**src/rtl/accumulator_unit.sv**
```systemverilog
// AC/E accumulator datapath with single-cycle ALU ops and multi-cycle rotate-by-N through E.
// Optional macro ACCUMULATOR_FLAGS_EN adds ac_zero_out / ac_neg_out decoded from AC.
module accumulator_unit #(
   parameter int WIDTH      = 16,
   parameter int INPR_WIDTH = 8
) (
   input  logic                    clk_in,
   input  logic                    reset_in,
   input  logic [WIDTH-1:0]        dr_in,
   input  logic [INPR_WIDTH-1:0]   inpr_in,
   input  logic [3:0]              op_in,
   input  logic [$clog2(WIDTH):0]  count_in,
   input  logic                    start_in,
   output logic [WIDTH-1:0]        ac_out,
   output logic                    e_out,
   output logic                    busy_out,
   output logic                    done_out
`ifdef ACCUMULATOR_FLAGS_EN
   ,
   output logic                    ac_zero_out,
   output logic                    ac_neg_out
`endif
);

   localparam int CW = $clog2(WIDTH) + 1;

   localparam logic [3:0] OP_AND   = 4'd1;
   localparam logic [3:0] OP_ADD   = 4'd2;
   localparam logic [3:0] OP_LDA   = 4'd3;
   localparam logic [3:0] OP_INP   = 4'd4;
   localparam logic [3:0] OP_CMA   = 4'd5;
   localparam logic [3:0] OP_CIR   = 4'd6;
   localparam logic [3:0] OP_CIL   = 4'd7;
   localparam logic [3:0] OP_CLA   = 4'd8;
   localparam logic [3:0] OP_CLE   = 4'd9;
   localparam logic [3:0] OP_CME   = 4'd10;
   localparam logic [3:0] OP_INC   = 4'd11;
   localparam logic [3:0] OP_ROR_N = 4'd12;
   localparam logic [3:0] OP_ROL_N = 4'd13;

   typedef enum logic {S_IDLE = 1'b0, S_ROTATE = 1'b1} state_t;

   // Ring is {E, AC}: CIL rotates it left, CIR rotates it right.
   function automatic logic [WIDTH:0] f_rol(input logic [WIDTH:0] v);
      return {v[WIDTH-1:0], v[WIDTH]};
   endfunction

   function automatic logic [WIDTH:0] f_ror(input logic [WIDTH:0] v);
      return {v[0], v[WIDTH:1]};
   endfunction

   state_t           r_state, w_state_nxt;
   logic [WIDTH-1:0] r_ac, w_ac_nxt;
   logic             r_e, w_e_nxt;
   logic [CW-1:0]    r_cnt, w_cnt_nxt;
   logic             r_dir, w_dir_nxt;
   logic             r_done, w_done_nxt;
   logic [WIDTH:0]   w_ring;
   logic [WIDTH:0]   w_sum;
   logic             w_accept;

   assign w_ring   = {r_e, r_ac};
   assign w_sum    = {1'b0, r_ac} + {1'b0, dr_in};
   assign w_accept = start_in && (r_state == S_IDLE);

   always_comb begin
      w_state_nxt = r_state;
      w_ac_nxt    = r_ac;
      w_e_nxt     = r_e;
      w_cnt_nxt   = r_cnt;
      w_dir_nxt   = r_dir;
      w_done_nxt  = 1'b0;
      case (r_state)
         S_IDLE: begin
            if (w_accept) begin
               w_done_nxt = 1'b1;
               case (op_in)
                  OP_AND: w_ac_nxt = r_ac & dr_in;
                  OP_ADD: {w_e_nxt, w_ac_nxt} = w_sum;
                  OP_LDA: w_ac_nxt = dr_in;
                  OP_INP: w_ac_nxt = WIDTH'(inpr_in);
                  OP_CMA: w_ac_nxt = ~r_ac;
                  OP_CIR: {w_e_nxt, w_ac_nxt} = f_ror(w_ring);
                  OP_CIL: {w_e_nxt, w_ac_nxt} = f_rol(w_ring);
                  OP_CLA: w_ac_nxt = '0;
                  OP_CLE: w_e_nxt = 1'b0;
                  OP_CME: w_e_nxt = ~r_e;
                  OP_INC: w_ac_nxt = r_ac + WIDTH'(1);
                  OP_ROR_N, OP_ROL_N: begin
                     // Zero count degenerates to a single-cycle NOP.
                     if (count_in != '0) begin
                        w_state_nxt = S_ROTATE;
                        w_cnt_nxt   = count_in;
                        w_dir_nxt   = (op_in == OP_ROL_N);
                        w_done_nxt  = 1'b0;
                     end
                  end
                  default: ;
               endcase
            end
         end
         S_ROTATE: begin
            {w_e_nxt, w_ac_nxt} = r_dir ? f_rol(w_ring) : f_ror(w_ring);
            w_cnt_nxt = r_cnt - CW'(1);
            if (r_cnt == CW'(1)) begin
               w_state_nxt = S_IDLE;
               w_done_nxt  = 1'b1;
            end
         end
         default: w_state_nxt = S_IDLE;
      endcase
   end

   always_ff @(posedge clk_in) begin
      if (reset_in) begin
         r_state <= S_IDLE;
         r_ac    <= '0;
         r_e     <= 1'b0;
         r_cnt   <= '0;
         r_dir   <= 1'b0;
         r_done  <= 1'b0;
      end else begin
         r_state <= w_state_nxt;
         r_ac    <= w_ac_nxt;
         r_e     <= w_e_nxt;
         r_cnt   <= w_cnt_nxt;
         r_dir   <= w_dir_nxt;
         r_done  <= w_done_nxt;
      end
   end

   assign ac_out   = r_ac;
   assign e_out    = r_e;
   assign busy_out = (r_state == S_ROTATE);
   assign done_out = r_done;

`ifdef ACCUMULATOR_FLAGS_EN
   assign ac_zero_out = (r_ac == '0);
   assign ac_neg_out  = r_ac[WIDTH-1];
`endif

endmodule

```
**config.mk**
```make
export PLATFORM = sky130hd
export DESIGN_NAME = accumulator_unit
export DESIGN_NICKNAME = d
export VERILOG_FILES = /design/src/rtl/accumulator_unit.sv
export SDC_FILE = /design/constraint.sdc
export NUM_CORES = 1
export LEC_CHECK = 0
export ABC_AREA = 1
export CAP_MARGIN = 10
export CORE_MARGIN = 3
export CORE_UTILIZATION = 60
export CTS_BUF_LIST = sky130_fd_sc_hd__clkbuf_8 sky130_fd_sc_hd__clkbuf_16
export CTS_CLUSTER_DIAMETER = 50
export DETAILED_ROUTE_END_ITERATION = 12
export HOLD_SLACK_MARGIN = 0.05
export PLACE_DENSITY = 0.95
export SYNTH_ARGS = -nofsm -noshare
export SYNTH_HDL_FRONTEND = slang
export SYNTH_SLANG_ARGS = --single-unit
```
**constraint.sdc**
```tcl
create_clock -name clk_in -period 5.3 [get_ports clk_in]
set_input_delay 1.06 -clock clk_in [delete_from_list [all_inputs] [get_ports clk_in]]
set_output_delay 1.06 -clock clk_in [all_outputs]
set_load 0.01 [all_outputs]
```
Word-level counts from Yosys, hierarchy flattened
Cells that the tools add are included.

Register bits after elaboration: 25. Logic and storage cells: 60.

Add/sub/neg operators: 3. Equal/unequal tests: 19. Multiplexer cells: 21. Bitwise logic cells: 4. Reductions and logical operators: 7.

Operators by type and width (number): $pmux W16 S9 (1); $pmux W16 S2 (1); $eq A4 B4 Y1 const B (6); $add A16 B16 Y17 (1); $mux W17 (1); $add A16 B1 Y16 const B (1); $and A16 B16 Y16 (1); $eq A4 B3 Y1 const B (4); $mux W16 (1); $not A16 Y16 (1); $mux W5 (3); $ne A10 B1 Y1 const B (1); $pmux W5 S2 (1); $mux W1 (9); $eq A4 B2 Y1 const B (2); $ne A6 B1 Y1 const B (1); $pmux W1 S2 (3); $eq A5 B1 Y1 const B (1); $pmux W1 S5 (1); $reduce_bool A5 Y1 (1); $sub A5 B1 Y5 const B (1); $eq A4 B1 Y1 const B (1); $ne A2 B1 Y1 const B (2); $reduce_and A2 Y1 (2); other kinds (6) (7).

Logic depth before layout (Yosys ltp)
Word-level depth: 5. Mapped depth: 14.

Worst setup path before layout
Ideal clock, no wire load.

Path kind: input to register. Start: input port dr_in[0]. End: register r_e, in the netlist e_out. Setup time: 0.070 ns. Arrival: 2.374 ns. Required time: 5.230 ns. Slack: 2.856 ns. Stages: 14. Path buffers: 0. Cells stage by stage: ha_1 inv_1 fa_1 nor2_1 nor2_1 nor2_1 nor2_1 inv_1 nand2_1 nand2_1 nand2_1 nand2_1 nand2_1 a21oi_1.

Word-level cells in the longest chain between the ends: 4.

RTL lines: start: declaration (line 9) `input logic [WIDTH-1:0] dr_in,`; $add A16 B16 Y17 (line 63) `assign w_sum = {1'b0, r_ac} + {1'b0, dr_in};`; $pmux W1 S5 (line 77) `case (op_in)`; $mux W1 (line 75) `if (w_accept) begin`; $pmux W1 S2 (line 73) `case (r_state)`; end signal: assignment (line 125) `r_e <= w_e_nxt;`; end: declaration (line 54) `logic r_e, w_e_nxt;`.

No other way between the ends. The select of a mux whose other input is x is not followed. A chain may end at the register's enable or synchronous reset.

Worst setup path in the final report
Start: input port op_in[1]. End: register r_ac[2], in the netlist ac_out[2].

Word-level cells in the longest chain between the ends: 4. Elaborated cells on any way between the ends: 14. Those cells by class: 10 x eq/ne; 3 x mux; 1 x reduce/logical.

RTL lines: start: declaration (line 11) `input logic [3:0] op_in,`; $eq A4 B4 Y1, or another cell as far along (line 77); $pmux W16 S9 (line 77); $mux W16 (line 75); $pmux W16 S2 (line 73); end signal: assignment (line 124) `r_ac <= w_ac_nxt;`; end: declaration (line 53) `logic [WIDTH-1:0] r_ac, w_ac_nxt;`.

Parallel ways exist; a longest one is shown, timed or not. The select of a mux whose other input is x is not followed.

==> out/summary.md <==
* finished, final reports clean — run status
* 84.12 um — width of the chip
* 54 — count of port buffers added during placement
* 0 — CTS Hold Bufs
* 4281 — number of global-route vias before repair
* 0.494 — Logic pwr share
* 0 — # resized after CTS
* 0.02589 — fraction of layout instances using a drive strength above 1
* nand2_1, inv_1, o21ai_0, nor2_1, nand3_1 — commonest non-fill, non-tap cells in the layout
* 25 — count of state elements after synthesis
* nand2_1 — most common cell after layout, fill and taps aside
* 3.68 ns — Worst EP arrival
* 0 — initial antenna violation count
* 0.2020 — area fraction of the dominant cell type after synthesis
* 34 — largest net degree at the start of global routing
* buffers and inverters — crit-path leading delay family
* 9891 um — DP HPWL
* 0.004882 ns — clk_skew
* 0.007075 mm2 — area of the die
* 0 — max cap viols
* 1.024 — final estimated routing congestion in global placement
* 802 — number of placed instances with taps included
* 3.515 ns — shortest period the worst path allows
* 0.005709 mm2 — core box area
* 0 — count of pins over their slew limit
* 20 — Crit Path Max Fanout
* 0 — final hold violation count
* 806 — final non-filler cell total
* 0.3586 — global-route usage over all layers
* input port to flop — category of the most critical setup path
* 0.27 ns — latest clock arrival within the worst-skew pair
* 2 — number of buffers between clock root and the deepest sink
* 0.4441 — Sw Share
* 10 — critical path depth in cells
* 791 — number of nets in the layout
* built — CTS tree
* 0 — Diodes inserted
* 0.09 ns — clock transition at the registers of the reported paths
* 21070 um — first-pass GRT wire length
* 0.6412 — Starting Density
* 27 — # rows
* 55 — count of boundary I/O pins
* 3 — Inserted Clock Buffers
* 84.12 um — Die Ht
* 0.162 — Clk pwr share
* 0 — Yosys Warn Count
* 0.2962 — slew margin rel.
* 539 — FILL cells
* 16.38 um — wire length per cell
* 395.1 uW — Internal Power
* 1.054 ns — Slew @ Worst Pin
* 0 — Antenna Nets Post-Route
* 0.003661 mm2 — Mapped Area
* nand2_1, dfxtp_1, inv_1 — synth top area cells
* 6.146 — Vias/cell
* 0 — Post-CTS Setup Repair Bufs
* 697 — synthesized netlist cell count
* 0.1367 — sequential-to-total area share from yosys stat
* nand2_1 — most area-hungry cell type in the Yosys netlist
* 0.344 — part of the power in registers
* 167.9 mW/mm2 — power density of the placed cells
* 25 — Num Clock Sinks
* inv_2 — Top cell by count, worst path
* 6 — Pre-antenna DRT Iters
* flop — category of the worst setup path capture point
* 284.5 MHz — Max Clk Rate
* 15.65% — Area Overhead vs Synth
* clkdlybuf4s50_1 — cell with the largest stage delay on the worst path
* 1 — number of levels the H-tree was split into
* false — unrepaired setup endpoints after global routing
* 4 — number of buffers and inverters on the critical path
* 34 — count of different cell masters after synthesis
* 0 — Setup violations, final
* flop to flop — Min-Delay Path Class
* 0.59 ns — delay of the slowest cell on the worst path
* 684 — violation count after the first detailed-route iteration
* input port — critical path startpoint category
* 0.0001424 V — largest voltage drop on the vdd net
* 0.002034 uW — leak pwr
* 5.253 um2 — average footprint of a synthesized cell
* 0 — post-detailed-route DRC marker count
* clkbuf_8 — root buf cell
* 753 — Synth Net Count
* 5.47 ns — Req. time, crit path
* 2 — number of stages on the worst hold path
* 0 — total global routing overflow
* 0.6632 — ratio of final minimum period to clock period
* 0.7416 — fin util
* clkdlybuf4s50_1 > nand2_2 > inv_2 > o21ai_1 > nand2_1 > inv_2 > a21oi_4 > inv_2 > nor2_1 > a21oi_1 — worst path cell trace
* 0 ns — summed negative setup slack over all endpoints
* 315.7 uW — Sw Pwr
* 5 — Reg2Reg Depth
* 13210 um — total wirelength of the detailed-routed design
* 4954 — Via Count
==> metal layers <==
| layer | vias to the layer above | part of all wire | GRT usage |
|---|---|---|---|
| li1 | 2347 | - | - |
| met1 | 2145 | 0.40 | 0.4893 |
| met2 | 398 | 0.43 | 0.5667 |
| met3 | 64 | 0.13 | 0.06614 |
| met4 | 0 | 0.040 | 0.1213 |
| met5 | - | 0 | 0 |
==> sequential cells by signal, summed over array words and instances (netlist names) <==
name      count
e_out         1
r_cnt         5
r_dir         1
ac_out       16
busy_out      1
done_out      1
==> layout make-up <==
| type | instances | area (um2) | share of cell area |
|---|---|---|---|
| sequential | 25 | 500.5 | 0.1182 |
| multi-input combinational | 544 | 2656 | 0.6274 |
| inverter | 107 | 401.6 | 0.09486 |
| tap | 72 | 90.09 | 0.02128 |
| clock buffer | 3 | 41.29 | 0.009752 |
| timing repair buffer | 54 | 540.5 | 0.1277 |
| clock inverter | 1 | 3.754 | 0.0008865 |
==> cells in the mapped netlist <==
| cell type | number |
|---|---|
| nor3_2 | 2 |
| nor3_1 | 16 |
| or2_2 | 7 |
| a211oi_1 | 2 |
| a221oi_1 | 2 |
| clkbuf_1 | 6 |
| inv_1 | 103 |
| nand2_2 | 1 |
| a31oi_1 | 3 |
| o21ai_0 | 75 |
| buf_2 | 10 |
| o211ai_1 | 3 |
| ha_1 | 19 |
| o21a_1 | 1 |
| nor2_1 | 71 |
| o221ai_1 | 1 |
| nand2_1 | 197 |
| and2_0 | 1 |
| dfxtp_1 | 25 |
| inv_2 | 4 |
| nand4_1 | 9 |
| nand3b_1 | 4 |
| nand3_1 | 56 |
| o21ai_1 | 1 |
| a21oi_1 | 53 |
| buf_1 | 3 |
| a21oi_4 | 1 |
| o22ai_1 | 12 |
| and2_1 | 3 |
| buf_4 | 1 |
| fa_1 | 1 |
| nor2_2 | 1 |
| xor2_1 | 2 |
| buf_6 | 1 |
==> through the flow <==
step           power (uW)  hold slack, ns  area [um2]  setup slack (ns)
4_1_cts             694.7          0.4943        4234             1.872
3_3_place_gp        574.3          0.4819        4189             1.733
2_1_floorplan       459.4          0.4609        3661             2.856
6_report            710.7          0.5051        4234             1.785
5_1_grt             756.3          0.5317        4234             1.540
3_5_place_dp        584.3          0.4822        4189             1.575
==> cells by family (layout without fill, tap and decap cells) <==
kind of cell / after synthesis / in the layout / synth area share
adders and majority gates: 20 / 20 / 0.07040
DFF: 25 / 25 / 0.1367
xor gates and xnor gates: 2 / 2 / 0.004786
and+or+nand+nor: 368 / 368 / 0.4245
buffers and inverters: 128 / 165 / 0.1377
AOI/OAI and AO/OA: 154 / 154 / 0.2259
==> worst reg2reg max path, cell delays in order, from the launching register on <==
cell     delay, ns
dfxtp_1       0.92
inv_1         0.65
nand3_1       0.53
o22ai_1       0.11
o21ai_0       0.16
inv_1         0.05
==> worst paths after layout <==
path / startpoint / endpoint / slack [ns]
setup / recovery: op_in[1] / ac_out[2]$_SDFFE_PP0P_ / 1.78
hold reg to reg: r_cnt[0]$_SDFFE_PP0P_ / r_cnt[0]$_SDFFE_PP0P_ / 0.51
hold / removal: r_cnt[0]$_SDFFE_PP0P_ / r_cnt[0]$_SDFFE_PP0P_ / 0.51
setup reg to reg: busy_out$_SDFF_PP0_ / r_cnt[2]$_SDFFE_PP0P_ / 2.78
==> power groups by stage <==
stage	registers, uW	logic [uW]	clock network, uW
finish	244	351	115
global route	246	387	123
CTS	241	341	113
detailed placement	245	339	0
global placement	244	330	0
floorplan	236	224	0
Power figures use the tool's default switching activity.
